===== config.mk =====
export PLATFORM = sky130hd
export DESIGN_NAME = wb_arbiter_flat
export DESIGN_NICKNAME = d
export VERILOG_FILES = /design/src/rtl/wb_arb_if.sv /design/src/rtl/wb_arbiter.sv /design/src/flat_wrapper.sv
export SDC_FILE = /design/constraint.sdc
export NUM_CORES = 1
export LEC_CHECK = 0
export ABC_CLOCK_PERIOD_IN_PS = 2000
export CELL_PAD_IN_SITES_DETAIL_PLACEMENT = 0
export CELL_PAD_IN_SITES_GLOBAL_PLACEMENT = 1
export CORE_ASPECT_RATIO = 0.5
export CORE_MARGIN = 5
export CORE_UTILIZATION = 37
export DETAILED_ROUTE_END_ITERATION = 6
export GPL_ROUTABILITY_DRIVEN = 0
export PLACE_DENSITY = 0.87
export SLEW_MARGIN = 30
export SYNTH_ARGS = -nofsm -noshare
export SYNTH_HDL_FRONTEND = slang
export SYNTH_SLANG_ARGS = --single-unit

===== constraint.sdc =====
create_clock -name clk -period 2 [get_ports clk]
set_clock_uncertainty 0.05 [all_clocks]
set_input_delay 0.2 -clock clk [delete_from_list [all_inputs] [get_ports clk]]
set_output_delay 0.2 -clock clk [all_outputs]
set_load 0.03 [all_outputs]

===== src/rtl/wb_arb_if.sv =====
// Bus bundle between the write-back arbiter and its surroundings: the MEM/WB pipe,
// the multi-cycle unit and the register-file write port. conflict_cnt exists only with WB_ARB_STATS_EN.
interface wb_arb_if;
  logic        pipe_we;
  logic [4:0]  pipe_dest;
  logic [31:0] pipe_data;
  logic        mc_valid;
  logic [4:0]  mc_dest;
  logic [31:0] mc_data;
  logic        mc_ready;
  logic        rf_we;
  logic [4:0]  rf_addr;
  logic [31:0] rf_wdata;
  logic        stall_pipe;
`ifdef WB_ARB_STATS_EN
  logic [15:0] conflict_cnt;
`endif

  // Arbiter side.
  modport slave (
    input  pipe_we, pipe_dest, pipe_data, mc_valid, mc_dest, mc_data,
    output mc_ready, rf_we, rf_addr, rf_wdata, stall_pipe
`ifdef WB_ARB_STATS_EN
    , output conflict_cnt
`endif
  );

  // Pipeline / multi-cycle unit / register-file side.
  modport master (
    output pipe_we, pipe_dest, pipe_data, mc_valid, mc_dest, mc_data,
    input  mc_ready, rf_we, rf_addr, rf_wdata, stall_pipe
`ifdef WB_ARB_STATS_EN
    , input conflict_cnt
`endif
  );
endinterface


===== src/rtl/wb_arbiter.sv =====
// Single register-file write port shared by the MEM/WB pipe and a multi-cycle unit, with a
// 2-entry result FIFO and a starvation stall. Define WB_ARB_STATS_EN to add conflict_cnt.
module wb_arbiter #(
  parameter int unsigned STARVE_LIMIT = 4
) (
  input  logic     clk,
  input  logic     rst_n,
  wb_arb_if.slave  bus
);

  localparam int unsigned STARVE_W = $clog2(STARVE_LIMIT + 1);

  typedef enum logic {ARB, FORCE} state_e;

  typedef struct packed {
    logic [4:0]  dest;
    logic [31:0] data;
  } wb_entry_t;

  state_e        state_q, state_d;
  logic [1:0]    count_q, count_d;
  logic          wr_ptr_q, wr_ptr_d;
  logic          rd_ptr_q, rd_ptr_d;
  logic [STARVE_W-1:0] starve_cnt_q, starve_cnt_d;
  logic          rf_we_q, rf_we_d;
  logic [4:0]    rf_addr_q, rf_addr_d;
  logic [31:0]   rf_wdata_q, rf_wdata_d;
  logic          stall_pipe_q, stall_pipe_d;
  wb_entry_t     fifo_q [2];

  logic          fifo_empty;
  logic          fifo_full;
  logic          mc_ready;
  logic          mc_live;
  logic          pipe_live;
  logic          push;
  logic          pop;
  logic          direct;
  wb_entry_t     head;
  wb_entry_t     mc_entry;

  assign fifo_empty = (count_q == 2'd0);
  assign fifo_full  = (count_q == 2'd2);
  assign mc_ready   = !fifo_full;
  assign head       = fifo_q[rd_ptr_q];
  assign mc_entry   = '{dest: bus.mc_dest, data: bus.mc_data};
  // Results for r0 complete the handshake but never reach the port or the FIFO.
  assign mc_live    = bus.mc_valid && mc_ready && (bus.mc_dest != 5'd0);
  assign pipe_live  = bus.pipe_we && (bus.pipe_dest != 5'd0);

  always_comb begin
    // NOTE: every always_comb output gets a default first so no path can infer a latch.
    state_d      = state_q;
    starve_cnt_d = starve_cnt_q;
    rf_we_d      = 1'b0;
    rf_addr_d    = rf_addr_q;
    rf_wdata_d   = rf_wdata_q;
    pop          = 1'b0;
    direct       = 1'b0;

    if (state_q == ARB) begin
      if (pipe_live) begin
        rf_we_d    = 1'b1;
        rf_addr_d  = bus.pipe_dest;
        rf_wdata_d = bus.pipe_data;
      end else if (!fifo_empty) begin
        pop        = 1'b1;
        rf_we_d    = 1'b1;
        rf_addr_d  = head.dest;
        rf_wdata_d = head.data;
      end else if (mc_live) begin
        direct     = 1'b1;
        rf_we_d    = 1'b1;
        rf_addr_d  = bus.mc_dest;
        rf_wdata_d = bus.mc_data;
      end

      if (fifo_empty || pop) begin
        starve_cnt_d = '0;
      end else if (starve_cnt_q != STARVE_W'(STARVE_LIMIT)) begin
        starve_cnt_d = starve_cnt_q + STARVE_W'(1);
      end

      if (starve_cnt_q == STARVE_W'(STARVE_LIMIT)) begin
        state_d = FORCE;
      end
    end else begin
      // Pipe is held by stall_pipe and re-presents its write in the next ARB cycle.
      if (!fifo_empty) begin
        pop        = 1'b1;
        rf_we_d    = 1'b1;
        rf_addr_d  = head.dest;
        rf_wdata_d = head.data;
      end
      starve_cnt_d = '0;
      state_d      = ARB;
    end

    stall_pipe_d = (state_d == FORCE);
  end

  assign push = mc_live && !direct;

  always_comb begin
    wr_ptr_d = wr_ptr_q ^ push;
    rd_ptr_d = rd_ptr_q ^ pop;
    case ({push, pop})
      2'b10:   count_d = count_q + 2'd1;
      2'b01:   count_d = count_q - 2'd1;
      default: count_d = count_q;
    endcase
  end

  always_ff @(posedge clk or negedge rst_n) begin
    // NOTE: sequential state uses non-blocking assignments so every flop samples pre-edge values.
    if (!rst_n) begin
      state_q      <= ARB;
      count_q      <= 2'd0;
      wr_ptr_q     <= 1'b0;
      rd_ptr_q     <= 1'b0;
      starve_cnt_q <= '0;
      rf_we_q      <= 1'b0;
      rf_addr_q    <= 5'd0;
      rf_wdata_q   <= 32'd0;
      stall_pipe_q <= 1'b0;
    end else begin
      state_q      <= state_d;
      count_q      <= count_d;
      wr_ptr_q     <= wr_ptr_d;
      rd_ptr_q     <= rd_ptr_d;
      starve_cnt_q <= starve_cnt_d;
      rf_we_q      <= rf_we_d;
      rf_addr_q    <= rf_addr_d;
      rf_wdata_q   <= rf_wdata_d;
      stall_pipe_q <= stall_pipe_d;
    end
  end

  // NOTE: FIFO storage is not reset; count_q gates every read, so stale entries are never visible.
  always_ff @(posedge clk) begin
    if (push) begin
      fifo_q[wr_ptr_q] <= mc_entry;
    end
  end

`ifdef WB_ARB_STATS_EN
  logic [15:0] conflict_cnt_q, conflict_cnt_d;

  always_comb begin
    conflict_cnt_d = conflict_cnt_q;
    if (push && (conflict_cnt_q != 16'hFFFF)) begin
      conflict_cnt_d = conflict_cnt_q + 16'd1;
    end
  end

  always_ff @(posedge clk or negedge rst_n) begin
    if (!rst_n) begin
      conflict_cnt_q <= 16'd0;
    end else begin
      conflict_cnt_q <= conflict_cnt_d;
    end
  end

  assign bus.conflict_cnt = conflict_cnt_q;
`endif

  assign bus.mc_ready   = mc_ready;
  assign bus.rf_we      = rf_we_q;
  assign bus.rf_addr    = rf_addr_q;
  assign bus.rf_wdata   = rf_wdata_q;
  assign bus.stall_pipe = stall_pipe_q;

endmodule

===== src/flat_wrapper.sv =====
// flat-port wrapper written by rule: the top's interface ports become plain ports
module wb_arbiter_flat 
#(
  parameter int unsigned STARVE_LIMIT = 4
)
  (clk, rst_n, bus_pipe_we, bus_pipe_dest, bus_pipe_data, bus_mc_valid, bus_mc_dest, bus_mc_data, bus_mc_ready, bus_rf_we, bus_rf_addr, bus_rf_wdata, bus_stall_pipe);
  wb_arb_if bus_i ();
  input  logic clk;
  input  logic rst_n;
  input wire logic [$bits(bus_i.pipe_we)-1:0] bus_pipe_we;
  input wire logic [$bits(bus_i.pipe_dest)-1:0] bus_pipe_dest;
  input wire logic [$bits(bus_i.pipe_data)-1:0] bus_pipe_data;
  input wire logic [$bits(bus_i.mc_valid)-1:0] bus_mc_valid;
  input wire logic [$bits(bus_i.mc_dest)-1:0] bus_mc_dest;
  input wire logic [$bits(bus_i.mc_data)-1:0] bus_mc_data;
  output wire logic [$bits(bus_i.mc_ready)-1:0] bus_mc_ready;
  output wire logic [$bits(bus_i.rf_we)-1:0] bus_rf_we;
  output wire logic [$bits(bus_i.rf_addr)-1:0] bus_rf_addr;
  output wire logic [$bits(bus_i.rf_wdata)-1:0] bus_rf_wdata;
  output wire logic [$bits(bus_i.stall_pipe)-1:0] bus_stall_pipe;
  assign bus_i.pipe_we = bus_pipe_we;
  assign bus_i.pipe_dest = bus_pipe_dest;
  assign bus_i.pipe_data = bus_pipe_data;
  assign bus_i.mc_valid = bus_mc_valid;
  assign bus_i.mc_dest = bus_mc_dest;
  assign bus_i.mc_data = bus_mc_data;
  assign bus_mc_ready = bus_i.mc_ready;
  assign bus_rf_we = bus_i.rf_we;
  assign bus_rf_addr = bus_i.rf_addr;
  assign bus_rf_wdata = bus_i.rf_wdata;
  assign bus_stall_pipe = bus_i.stall_pipe;
  wb_arbiter #(.STARVE_LIMIT(STARVE_LIMIT)) u_core (.clk(clk), .rst_n(rst_n), .bus(bus_i));
endmodule

==> key figures, run 1 <==
Status
  – Outcome: complete, no violations

Drt
  – Drt drc: 0
  – Routed Wire Length: 13.0 mm
  – Vias/cell: 4.85
  – Per-cell routed wire length: 17.5 um
  – Vias: 3606
  – DRT antenna net count: 0
  – 1st-iter DRT viols: 166
  – First-pass DRT Iterations: 5

Synth
  – Syn_area_per_cell: 14.5 sq um
  – Cells after Synth: 369
  – Synth Net Count: 452
  – Yosys warning total: 0
  – Primary FF master, synth: edfxtp_1
  – Synthesized cell area: 5360 sq um
  – Asr flop ratio synth: 38.3%
  – Synth area leaders: edfxtp_1, dfrtp_1, mux2i_1
  – Cell accounting for the most synthesized area: edfxtp_1
  – #FFs+latches synth: 120
  – Sequential share of the synthesized area: 63.0%
  – EDFF count, synth: 74
  – Yosys cell types: 35
  – Yosys top cell area share: 41.5%

Final layout
  – Layout Nets: 615
  – Share of post-route cells with drive strength above 1: 23.1%
  – Register area: 3380 sq um
  – Post-layout util: 55.1%
  – Finished Layout Cells: 743
  – Multi-input logic area: 1830 sq um
  – N_diodes: 0
  – Area growth syn-to-layout: 47.3%
  – FILL cells: 1125

Setup path
  – Arrival time worst endpoint: 2.20 ns
  – WS Path Type: primary input to register
  – R2R Setup Slk: 0.10 ns
  – CP Max Fanout: 7
  – CP Launch Type: primary input
  – R2r worst-path depth: 7
  – CP Capture Type: register
  – Worst reg2reg endpoint: u_core.bus.rf_wdata[21]$_DFFE_PN0P_
  – Req. time, crit path: 2.23 ns
  – Reg2reg start: u_core.count_q[1]$_DFFE_PN0P_

STA
  – RSZ-0062 raised after global routing: yes
  – Final hold violation count: 0
  – Final worst setup slack: 0.0313 ns
  – Final setup viols: 0
  – Final worst-path cycle share: 98.4%
  – Worst rel slew slack: 48.9%
  – Final slew viol count: 0
  – Post-route minimum period: 1.97 ns
  – Worst slew pin tran: 0.766 ns
  – Fmax: 0.508 GHz

Global route
  – Initial antenna violation count: 0
  – Vias in the first global route: 3804
  – GR Overflow Total: 0
  – GRT Total Usage: 14.8%
  – First-pass GRT wire length: 19.9 mm
  – Largest net degree at the start of global routing: 31

Clocking
  – Clk Latency, worst-skew pair: 0.41 ns
  – CTS tree: done
  – Root buffer selected by CTS: clkbuf_16
  – CTS sink count: 120
  – H-tree Lvls: 4
  – CTS buffer count: 17
  – Bufs on Longest Clock Path: 2
  – Clock transition at path regs: 0.05 ns

Die
  – Num ports: 118
  – Initial Utilization: 37.4%
  – Die span in y: 95.1 um
  – # rows: 31
  – CORE AREA: 14300 sq um
  – Full die area: 17100 sq um
  – DIE WIDTH: 180 um

Pwr
  – Worst VDD drop: 636 uV
  – Power, Total: 11.3 mW
  – Leakage power: 3.07 nW
  – Power Density: 1430 nW/um^2

Job
  – Max Cap Viol: 0

Placement
  – Placed Cells incl. Taps: 704
  – Dpl ws: -0.377 ns
  – DP HPWL: 8.99 mm
  – Port Buf Inserts: 117

Min path
  – Hold Path Class: primary input to asynchronous set/reset pin
-- stage by stage --
| step | setup TNS [ns] | cell area [sq um] | hold slack, ns |
|---|---|---|---|
| CTS | -0.0156 | 7720 | 0.352 |
| global placement | -35.55 | 7110 | 0.269 |
| detailed placement | -37.85 | 7110 | 0.280 |
| global route | -0.555 | 7890 | 0.372 |
| finish | 0 | 7890 | 0.365 |
| floorplan | -2.39 | 5360 | -0.146 |
-- worst max-delay path, stage by stage --
cell,delay (ns)
clkdlybuf4s50_1,0.42
or4_4,0.57
buf_4,0.17
nor4_4,0.12
buf_4,0.16
a21oi_4,0.09
clkbuf_16,0.22
o221ai_2,0.15
mux2i_1,0.09
-- power by group --
part	total, mW	switching (mW)	internal, mW
combinational	4.59	2.46	2.13
sequential	3.75	0.334	3.42
clock	2.96	0.992	1.96
total	11.3	3.79	7.51
-- flip-flops by register name, indices dropped and copies added, names as in the netlist --
signal	count
u_core.fifo_q	74
u_core.rd_ptr_q	1
u_core.bus.rf_addr	5
u_core.state_q	1
u_core.bus.rf_we	1
u_core.starve_cnt_q	3
u_core.count_q	2
u_core.wr_ptr_q	1
u_core.bus.rf_wdata	32
-- cell usage after synthesis, types with 2 or more instances --
master	count
dfrtp_1	46
nor2_1	6
xor2_1	2
buf_2	4
mux2i_1	70
o221ai_2	28
o21ai_0	2
edfxtp_1	74
buf_8	2
o22ai_1	4
ha_1	5
nand2_1	34
buf_1	2
xnor2_1	3
inv_1	38
or2_2	2
mux2_2	5
buf_6	5
o221ai_1	5
nor3_1	3
a32oi_1	4
nand2b_1	2
clkbuf_1	7
a21oi_1	5
-- layout make-up --
type                       count  area share [%]
sequential                   120            42.8
multi-input combinational    190            23.1
timing repair buffer         165            21.8
clock buffer                  29            6.47
tap                          198            3.14
inverter                      38            1.81
clock inverter                 3           0.809
-- cells by family (layout without fill, tap and decap cells) --
kind of cell    Yosys count  after routing  share of synthesized area, %
compound gates           52             52                          11.1
xor+xnor                  5              5                         0.818
fa+ha+maj                 5              5                          1.17
buf+inv                  59            235                          5.42
flops                   120            120                          63.0
mux                      75             75                          14.1
simple gates             53             53                          4.39
-- routing by layer --
| layer | part of all wire [%] | track usage, % | up-vias | routed length, um |
|---|---|---|---|---|
| li1 | - | - | 1700 | - |
| met1 | 42 | 17.9 | 1834 | 5520 |
| met2 | 53 | 26.6 | 60 | 6880 |
| met3 | 3.6 | 3.81 | 12 | 471 |
| met4 | 1.3 | 4.72 | 0 | 166 |
| met5 | 0 | 0 | - | 0 |
-- placed cells by master, fill, tap and decap left out, types with 8 or more instances in the layout --
cell	instances
buf_12	11
buf_4	32
clkbuf_1	8
clkbuf_16	20
clkdlybuf4s50_1	114
dfrtp_1	44
edfxtp_1	74
inv_1	38
mux2i_1	69
nand2_1	34
o221ai_2	29
-- timing repair --
item | in CTS | in global routing
hold endpoints to repair | 28 | 0
buffers inserted | 1 | 2
hold buffers | 1 | 0
gates cloned | 0 | 3
gates resized for setup | 6 | 14
pin swaps | 4 | 7
setup endpoints to repair | 1 | 85
-- worst max path at each step --
stage,to,slack [ns],from,cells after the start
after floorplan,u_core.fifo_q[1][0]$_DFFE_PP_,-0.03,bus_pipe_we,6
after global placement,u_core.count_q[1]$_DFFE_PN0P_,-0.35,bus_pipe_dest[1],9
after detailed placement,u_core.count_q[1]$_DFFE_PN0P_,-0.38,bus_pipe_dest[1],8
after CTS,u_core.count_q[1]$_DFFE_PN0P_,-0.02,bus_pipe_dest[4],9
after global routing,u_core.bus.rf_wdata[15]$_DFFE_PN0P_,-0.04,bus_pipe_dest[1],9
final,u_core.bus.rf_wdata[21]$_DFFE_PN0P_,0.03,bus_pipe_dest[1],9
Power figures use the tool's default switching activity.
==> run 2: changes to the inputs <==
TNS_END_PERCENT = 1   (was not set)
==> key figures, run 2 (synthesis results as in run 1) <==
Pwr
  – Seq pwr share: 33.4%
  – Comb pwr share: 39.3%
  – Int Power: 7.54 mW
  – Worst VDD drop: 807 uV
  – P_sw: 3.83 mW
  – Sw frac: 33.7%
  – Leakage power: 3.08 nW
  – Power share of the clock group: 27.3%
  – Power Density: 1450 nW/um^2

Final layout
  – Layout Nets: 612
  – Largest Register: u_core.fifo_q
  – N_diodes: 0
  – Post-layout util: 54.8%
  – Commonest non-fill, non-tap cell in the layout: clkdlybuf4s50_1
  – Most frequent cells in the layout: clkdlybuf4s50_1, edfxtp_1, mux2i_1, dfrtp_1, inv_1
  – Area growth syn-to-layout: 46.4%
  – Largest register FFs: 74
  – Finished Layout Cells: 740
  – Share of post-route cells with drive strength above 1: 22.9%

Clocking
  – CTS tree: done
  – CTS sink count: 120
  – CTS buffer count: 17
  – Bufs on Longest Clock Path: 2
  – Root buffer selected by CTS: clkbuf_16
  – Clk Latency, worst-skew pair: 0.40 ns
  – H-tree Lvls: 4
  – Clock transition at path regs: 0.05 ns

Global route
  – Vias in the first global route: 3935
  – GRT Total Usage: 15.7%
  – Initial antenna violation count: 0
  – First-pass GRT wire length: 20.9 mm
  – GR Overflow Total: 0
  – Largest net degree at the start of global routing: 26

Setup path
  – R2R Setup Slk: 0.18 ns
  – R2r worst-path depth: 7
  – WS Path Type: register to output port
  – Arrival time worst endpoint: 1.70 ns
  – CP Max Fanout: 7
  – Reg2reg start: u_core.count_q[1]$_DFFE_PN0P_
  – Worst reg2reg endpoint: u_core.bus.rf_wdata[11]$_DFFE_PN0P_
  – CP Launch Type: register
  – CP Capture Type: output port
  – Req. time, crit path: 1.75 ns

Die
  – # rows: 31
  – Die span in y: 95.1 um
  – Num ports: 118
  – DIE WIDTH: 180 um
  – CORE AREA: 14300 sq um
  – Initial Utilization: 37.4%
  – Full die area: 17100 sq um

Drt
  – 1st-iter DRT viols: 214
  – DRT antenna net count: 0
  – Vias: 3576
  – Vias/cell: 4.83
  – First-pass DRT Iterations: 4
  – Drt drc: 0
  – Per-cell routed wire length: 17.4 um
  – Routed Wire Length: 12.9 mm

Status
  – Outcome: complete, no violations

Placement
  – Placed Cells incl. Taps: 705
  – Port Buf Inserts: 117
  – DP HPWL: 9.26 mm

Min path
  – Hold Path Class: primary input to register
  – Min-delay src: bus_pipe_dest[3]
  – Hold Path Sink: u_core.bus.rf_addr[3]$_DFFE_PN0P_
  – WHS Path Cells: 4

STA
  – Final setup viols: 0
  – Worst rel slew slack: 62.2%
  – RSZ-0062 raised after global routing: no
  – Final hold violation count: 0
  – Post-Route Setup TNS: 0 ns
  – Hold slack: 0.253 ns
  – Worst slew pin tran: 0.567 ns
  – Post-route minimum period: 1.95 ns
  – Fmax: 0.514 GHz
  – Final slew viol count: 0
  – Final worst-path cycle share: 97.4%

Job
  – Max Cap Viol: 0
## run 2: critical path, cell delays in order (launching register included)
cell             delay (ns)
dfrtp_1                0.43
buf_4                  0.18
clkdlybuf4s50_1        0.68
## run 2: timing repair
item,4_1_cts,5_1_grt
endpoints found under the hold margin,21,0
hold buffers,1,0
pin swaps,6,5
resized for setup,5,5
buffers inserted,1,1
endpoints found under the setup margin,75,105
## run 2: worst max-delay path by stage
stage | startpoint | end | cells past startpoint
5_1_grt | u_core.state_q$_DFF_PN0_ | bus_stall_pipe | 2
3_5_place_dp | bus_pipe_dest[1] | u_core.count_q[1]$_DFFE_PN0P_ | 9
3_3_place_gp | bus_pipe_dest[1] | u_core.fifo_q[1][5]$_DFFE_PP_ | 8
6_report | u_core.state_q$_DFF_PN0_ | bus_stall_pipe | 2
2_1_floorplan | bus_pipe_we | u_core.fifo_q[1][0]$_DFFE_PP_ | 6
4_1_cts | bus_pipe_dest[4] | u_core.fifo_q[1][5]$_DFFE_PP_ | 8
## run 2: stage by stage
stage	area [sq um]	power [mW]	setup WS, ns
2_1_floorplan	5360	6.31	-0.0319
3_3_place_gp	7180	8.16	-0.336
3_5_place_dp	7180	8.29	-0.449
4_1_cts	7820	11.5	0.00591
5_1_grt	7850	12.0	0.0109
6_report	7850	11.4	0.0529
## run 2: area by class of cell
class                      count  area (sq um)
fill                        1118          6470
multi-input combinational    190          1760
timing repair buffer         162          1720
clock buffer                  20           457
clock inverter                12           149
sequential                   120          3370
inverter                      38           143
tap                          198           248
## run 2: power groups by stage
stage / Clock, mW / Combinational (mW) / Sequential [mW]
floorplan: 0 / 1.88 / 4.43
global placement: 0 / 4.35 / 3.80
detailed placement: 0 / 4.45 / 3.84
CTS: 3.14 / 4.52 / 3.81
global route: 3.27 / 4.82 / 3.87
finish: 3.10 / 4.46 / 3.80
## run 2: routing by layer
metal  track usage, %  routed length, um  up-vias
li1                 -                  -     1700
met1             19.0               5410     1784
met2             27.8               6820       67
met3             3.20                421       25
met4             6.67                259        0
met5                0                  0        -
==> run 3: changes to the inputs <==
CELL_PAD_IN_SITES_DETAIL_PLACEMENT = 1   (was 0)
==> key figures, run 3 (synthesis results as in run 1) <==
Pwr
  – P_sw: 4.71 mW
  – Sw frac: 38.1%
  – Worst VDD drop: 793 uV
  – Comb pwr share: 41.3%
  – Int Power: 7.64 mW
  – Power, Total: 12.3 mW
  – Power share of the clock group: 26.7%
  – Leakage power: 3.09 nW
  – Power Density: 1550 nW/um^2
  – Seq pwr share: 31.9%

Die
  – Initial Utilization: 37.4%
  – Num ports: 118
  – Full die area: 17100 sq um
  – DIE WIDTH: 180 um
  – CORE AREA: 14300 sq um
  – Die span in y: 95.1 um
  – # rows: 31

Clocking
  – CTS tree: done
  – H-tree Lvls: 4
  – CTS sink count: 120
  – CTS buffer count: 17
  – Bufs on Longest Clock Path: 2
  – Clk Latency, worst-skew pair: 0.43 ns
  – Root buffer selected by CTS: clkbuf_16
  – Clock transition at path regs: 0.06 ns

Final layout
  – Commonest non-fill, non-tap cell in the layout: clkdlybuf4s50_1
  – Area growth syn-to-layout: 48.3%
  – Most frequent cells in the layout: clkdlybuf4s50_1, edfxtp_1, mux2i_1, dfrtp_1, inv_1
  – Share of post-route cells with drive strength above 1: 24.6%
  – Layout Nets: 615
  – Finished Layout Cells: 745
  – Largest Register: u_core.fifo_q
  – Largest register FFs: 74

STA
  – Final worst setup slack: -0.238 ns
  – Post-Route Setup TNS: -0.873 ns
  – Fmax: 0.447 GHz
  – RSZ-0062 raised after global routing: yes
  – Final setup viols: 26
  – Final slew viol count: 0
  – Worst slew pin tran: 0.632 ns
  – Worst rel slew slack: 57.8%
  – Post-route minimum period: 2.24 ns
  – Final worst-path cycle share: 112%
  – Final hold violation count: 0

Placement
  – DP HPWL: 11.9 mm
  – Placed Cells incl. Taps: 705
  – Port Buf Inserts: 117

Setup path
  – CP Launch Type: primary input
  – CP delay by family, top: buffers and inverters
  – Arrival time worst endpoint: 2.47 ns
  – WP buf/inv: 2
  – CP peak stage delay: 0.55 ns
  – CP Capture Type: register
  – WS Path Type: primary input to register
  – CP Max Fanout: 18
  – Critical path's slowest cell: or4_4
  – Req. time, crit path: 2.24 ns
  – Crit path cell chain: clkdlybuf4s50_1, or4_4, o21ai_4, a21oi_2, nor2_4, buf_6, mux2i_1

Drt
  – Routed Wire Length: 22.1 mm
  – Per-cell routed wire length: 29.7 um
  – Vias/cell: 5.63
  – 1st-iter DRT viols: 443
  – Vias: 4194
  – First-pass DRT Iterations: 4
  – Drt drc: 0
  – DRT antenna net count: 0

Job
  – Max Cap Viol: 0

Global route
  – First-pass GRT wire length: 29.5 mm
  – Largest net degree at the start of global routing: 26
  – Vias in the first global route: 4616
  – Initial antenna violation count: 2
  – GRT Total Usage: 23.6%
  – GR Overflow Total: 0

Status
  – Outcome: finished, violations left
  – Failing checks: setup timing

Min path
  – Hold Path Class: primary input to asynchronous set/reset pin
run 3: repair_timing:
action / CTS / global route
gates resized for setup: 14 / 9
endpoints found under the setup margin: 115 / 102
hold buffers: 1 / 0
pin swaps: 7 / 4
hold endpoints to repair: 21 / 0
gates cloned: 1 / 0
setup buffers: 2 / 2
run 3: stage by stage:
step / worst slack, ns / utilization, % / cell area [sq um] / hold slack [ns]
6_report: -0.238 / 55.5 / 7940 / 0.304
5_1_grt: -0.164 / 55.5 / 7940 / 0.340
4_1_cts: -0.0136 / 55.1 / 7880 / 0.287
3_5_place_dp: -0.516 / 50.1 / 7180 / 0.187
3_3_place_gp: -0.336 / 50.1 / 7180 / 0.183
2_1_floorplan: -0.0319 / - / 5360 / -0.146
run 3: path summary, 6_finish.rpt:
check | start | cells past startpoint | endpoint | slack, ns
max | bus_mc_dest[1] | 7 | u_core.bus.rf_wdata[6]$_DFFE_PN0P_ | -0.24
min | rst_n | 2 | u_core.bus.rf_addr[3]$_DFFE_PN0P_ | 0.30
max reg2reg | u_core.count_q[1]$_DFFE_PN0P_ | 7 | u_core.bus.rf_wdata[6]$_DFFE_PN0P_ | -0.19
min reg2reg | u_core.bus.rf_addr[2]$_DFFE_PN0P_ | 1 | u_core.bus.rf_addr[2]$_DFFE_PN0P_ | 0.46
max in group asynchronous | rst_n | 3 | u_core.bus.rf_wdata[0]$_DFFE_PN0P_ | 1.00
min in group clk | bus_pipe_dest[1] | 4 | u_core.bus.rf_addr[1]$_DFFE_PN0P_ | 0.32
run 3: worst reg2reg max path, cell delays in order, from the launching register on:
cell,delay (ns)
dfrtp_1,0.39
buf_4,0.19
nor2_1,0.09
buf_12,0.15
a21oi_4,0.49
buf_12,0.23
o221ai_2,0.12
mux2i_1,0.34
run 3: layout make-up:
cell class                 count  area, sq um
tap                          198          248
antenna                        2         5.00
clock buffer                  22          505
inverter                      38          143
timing repair buffer         165         1750
sequential                   120         3380
fill                        1364         6370
multi-input combinational    190         1800
clock inverter                10          115
run 3: power by group through the flow:
| stage | Combinational (mW) | Sequential (mW) | Clock, mW |
|---|---|---|---|
| detailed placement | 4.60 | 3.87 | 0 |
| CTS | 4.90 | 3.89 | 3.29 |
| global route | 5.28 | 3.99 | 3.41 |
| finish | 5.10 | 3.94 | 3.30 |
| floorplan | 1.88 | 4.43 | 0 |
| global placement | 4.35 | 3.80 | 0 |
run 3: routing by layer:
layer	up-vias	global-route usage, %	routed length, um
met5	-	0	0
met4	0	12.6	1100
met3	68	5.75	1200
met2	236	43.0	11100
met1	2194	26.2	8700
li1	1696	-	-
